===== src/rtl/pipe_stage_fifo.sv =====
// Elastic pipeline-stage buffer: DEPTH-entry FIFO with valid/ready on both sides,
// single-cycle flush, and an all-zero payload (NOP bubble) whenever no entry is live.
module pipe_stage_fifo #(
  parameter  int DATA_W = 64,
  parameter  int DEPTH  = 2,
  localparam int CNT_W  = $clog2(DEPTH + 1)
) (
  input  logic              clk,
  input  logic              reset,
  input  logic              in_valid,
  output logic              in_ready,
  input  logic [DATA_W-1:0] in_data,
  output logic              out_valid,
  input  logic              out_ready,
  output logic [DATA_W-1:0] out_data,
  input  logic              flush,
  output logic [CNT_W-1:0]  count
);

  localparam int               PTR_W = (DEPTH > 1) ? $clog2(DEPTH) : 1;
  localparam logic [PTR_W-1:0] LAST  = PTR_W'(DEPTH - 1);

  logic [DATA_W-1:0] storage [DEPTH];
  logic [PTR_W-1:0]  rd_ptr;
  logic [PTR_W-1:0]  wr_ptr;
  logic              push;
  logic              pop;

  // Explicit wrap so non-power-of-two depths cycle through exactly DEPTH slots.
  function automatic logic [PTR_W-1:0] ptr_inc(input logic [PTR_W-1:0] p);
    return (p == LAST) ? '0 : p + PTR_W'(1);
  endfunction

  // Handshake outputs look only at registered state: no in->out or out_ready->in_ready path.
  assign in_ready  = (count < CNT_W'(DEPTH));
  assign out_valid = (count != '0);
  assign out_data  = out_valid ? storage[rd_ptr] : '0;

  assign push = in_valid & in_ready & ~flush;
  assign pop  = out_valid & out_ready & ~flush;

  always_ff @(posedge clk or negedge reset) begin
    if (!reset) begin
      count  <= '0;
      rd_ptr <= '0;
      wr_ptr <= '0;
      // NOTE: storage is reset deliberately so no stale payload can ever leak
      // through a slot; this costs a reset on every entry instead of a plain RAM.
      for (int i = 0; i < DEPTH; i++) storage[i] <= '0;
    end else if (flush) begin
      count  <= '0;
      rd_ptr <= '0;
      wr_ptr <= '0;
      for (int i = 0; i < DEPTH; i++) storage[i] <= '0;
    end else begin
      if (push) begin
        storage[wr_ptr] <= in_data;
        wr_ptr          <= ptr_inc(wr_ptr);
      end
      if (pop) rd_ptr <= ptr_inc(rd_ptr);
      if (push && !pop)      count <= count + CNT_W'(1);
      else if (pop && !push) count <= count - CNT_W'(1);
    end
  end

endmodule


===== config.mk =====
export PLATFORM = sky130hd
export DESIGN_NAME = pipe_stage_fifo
export DESIGN_NICKNAME = d
export VERILOG_FILES = /design/src/rtl/pipe_stage_fifo.sv
export SDC_FILE = /design/constraint.sdc
export NUM_CORES = 1
export LEC_CHECK = 0
export CAP_MARGIN = 20
export CORE_ASPECT_RATIO = 1.75
export CORE_MARGIN = 4
export CORE_UTILIZATION = 51
export CTS_CLUSTER_SIZE = 40
export DETAILED_ROUTE_END_ITERATION = 7
export HOLD_SLACK_MARGIN = 0.08
export PLACE_DENSITY = 0.89
export SKIP_LAST_GASP = 1
export SLEW_MARGIN = 10
export SYNTH_ARGS = -nofsm -noshare
export SYNTH_HDL_FRONTEND = slang
export SYNTH_SLANG_ARGS = --single-unit

===== constraint.sdc =====
create_clock -name clk -period 1.9 [get_ports clk]
set_input_delay 0.38 -clock clk [delete_from_list [all_inputs] [get_ports clk]]
set_output_delay 0.38 -clock clk [all_outputs]
set_load 0.02 [all_outputs]

==> results.md <==
* Status: complete, but fails checks
* Failing checks: negative setup slack
* Via density at 5.639
* Critical Path Max Stage Delay at 560 ps
* Finish-stage setup viols at 62
* Sequential element share of the synthesized area at 0.5310
* Worst VDD drop at 0.7656 mV
* Via count at 5,943
* HP Class: in2reg
* Synth Area in XOR/XNOR at 0.001408
* Post-layout worst setup margin at -213.9 ps
* Post-synthesis mux area share at 0.1048
* Row cnt at 53
* CP Launch Point: rd_ptr$_DFFE_PN0P_
* Final net count at 946
* Filler cell count at 763
* Setup crit start kind: flop
* Worst hold path depth at 3
* I/O pin count at 137
* CP required at 1520 ps
* Cell variety after synth at 20
* Worst R2R Start: count[1]$_DFFE_PN0P_
* Cells after synthesis at 723
* Detailed Route WL at 19.13 mm
* Synthesized flop and latch total at 132
* Tcrit/Tclk final at 1.113
* Setup Slack @ Placement at -96.17 ps
* Max-slew violations at 0
* Routability congestion estimate at 0.8204
* CP Capture Type: output port
* Adder-cell share of the synthesized area at 0
* Syn Area/Cell at 8.604 sq um
* Core Util, Final at 0.7364
* Most frequent CP cell: buf_4
* Initial antenna violation count at 0
* GRT Overall Usage at 0.2684
* Placed inst area at 7884 sq um
* Clock Path Buffers at 2
* Post-synthesis compound-gate area fraction at 0.1092
* Pwr Density at 850.0 nW/um^2
* Layout cells sized above 1 at 0.1969
* Minimum clock period at 2114 ps
* CTS tree: yes
* Core ar. at 12,000 sq um
* Clock Skews at 7.265 ps
* # H-tree levels at 4
* Pin count of the biggest net entering global routing at 72
* MaxCap Viol Count at 0
* Simple-Gate Fraction of Synth Area at 0.2037
* Initial core utilization at 0.5183
* Largest family of logic cells by synthesized area: simple AND/OR/NAND/NOR gates
* CTS Sinks at 132
* Die width at 91.49 um
* RSZ-0062 raised after global routing: true
* 1st-iter DRT viols at 511
* Worst reg2reg path depth at 5
* Static Leak at 3.827 nW
* Peak fanout along the critical path at 7
* GR Overflow Total at 0
* Syn_nets at 792
* Synthesized area at 6221 sq um
* Antenna Cells at 0
* Final Hold Fails at 0
* Tightest Pin Transition at 461.7 ps
* Die Y at 154.1 um
* Critical path class: reg2out
* Vias in the first global route at 5,945
* Clk slew on worst S/H paths at 60 ps
* DRC at 0
* DR WL/cell at 18.15 um
* TritonCTS buffer count at 17
* Slew HR at 0.6922
* Skew-Pair Late Insertion Delay at 410 ps
* Slowest CP cell: dfrtp_4
* Ys Warns at 0
* Power, Total at 0.007513 W
* Clock Tree Root: clkbuf_16
* Final instance area at 8838 sq um
* Area growth syn-to-layout at 42.08%
* Die ar. at 14,100 sq um
* Crit-path cells: buf_4 -> buf_12 -> mux2i_4 -> nor2_1 -> buf_4
* Max Clock Freq at 473.1 MHz
* Worst Path Arrival at 1730 ps
* First-pass DRT Iterations at 5
* Port bufs at 136
* Min-delay src: flush
* WHS at 439.8 ps
* Antenna viol nets, final at 0
* R2r setup slk at 230 ps
* Post-DP HPWL at 10.97 mm
* First-pass GRT wire length at 29.68 mm
## where the power goes
group	switching, W	internal, W	total [W]
registers	0.000112	0.00296	0.00307
logic	0.000760	0.000697	0.00146
clock network	0.00121	0.00178	0.00299
total	0.00209	0.00543	0.00751
## final timing paths
check | to
min reg2reg | storage[51]$_DFFE_PN0P_
max | out_data[1]
min | storage[48]$_DFFE_PN0P_
max in group asynchronous | storage[75]$_DFFE_PN0P_
min in group asynchronous | storage[20]$_DFFE_PN0P_
max reg2reg | storage[98]$_DFFE_PN0P_
## synthesized netlist by cell type (all sizes together)
master	count	area share
o21ai	1	0.00080
nor3b	1	0.0012
a21bo	1	0.0016
or3b	1	0.0014
nor2	67	0.040
a21oi	131	0.11
and3b	1	0.0014
nand2b	3	0.0030
clkbuf	17	0.010
buf	41	0.038
xor2	1	0.0014
nand2	257	0.16
mux2i	64	0.10
dfrtp	132	0.53
mux2	1	0.0018
a2bb2oi	1	0.0014
nand3b	1	0.0012
inv	2	0.0012
## worst max-delay path: cells and delay by family (launching register included)
family                 cells  cell delay [ps]
muxes                      1              190
and+or+nand+nor            1               90
buffers and inverters      3              470
DFF                        1              560
## layout by cell type, fill, tap and decap left out, types with 2 or more instances in the layout
cell type / count
buf_16: 5
clkinv_2: 6
nand2b_1: 3
clkinvlp_4: 5
mux2i_1: 47
buf_6: 11
nor2_2: 2
mux2i_4: 10
dfrtp_1: 131
buf_12: 19
clkdlybuf4s50_1: 66
nor2_1: 64
dlygate4sd2_1: 7
nand2_1: 257
a21oi_1: 131
inv_1: 2
buf_4: 76
mux2i_2: 7
clkbuf_16: 17
buf_2: 6
## metal layers
metal | GRT usage | wire length, um | vias up
li1 | - | - | 2662
met1 | 0.3017 | 6614 | 2902
met2 | 0.4622 | 10240 | 292
met3 | 0.04895 | 1056 | 87
met4 | 0.1712 | 1223 | 0
met5 | 0 | 0 | -
## registers in the layout (all words and copies together) (netlist names)
signal and flops:
storage 128, count 2, rd_ptr 1, wr_ptr 1
## layout make-up
class | instances | area (sq um) | share of cell area
Multi-Input combinational cell | 531 | 2778 | 0.3143
Sequential cell | 132 | 3307 | 0.3742
Clock inverter | 14 | 115.1 | 0.01302
Clock buffer | 17 | 425.4 | 0.04813
Inverter | 2 | 7.507 | 0.0008494
Tap cell | 165 | 206.4 | 0.02336
Timing Repair Buffer | 193 | 1999 | 0.2262
## cell families (layout without fill, tap and decap cells)
logic type      count (synthesis)  after routing
compound gates                134            134
simple gates                  331            331
buf+inv                        60            226
xor+xnor                        1              1
mux                            65             65
flops                         132            132
## stage by stage
stage	setup TNS, ps	instances
after floorplan	0	723
after global placement	-2613	994
after detailed placement	-3740	994
after CTS	-9010	1038
after global routing	-11730	1054
final	-8544	1054
## what timing repair did
| action | 4_1_cts | 5_1_grt |
|---|---|---|
| endpoints found under the hold margin | 29 | 0 |
| setup endpoints to repair | 68 | 64 |
| pin swaps | 2 | 9 |
| setup buffers | 7 | 17 |
| hold buffers | 1 | 0 |
| resized for setup | 275 | 83 |
| cloned | 5 | 0 |
Power figures use the tool's default switching activity.
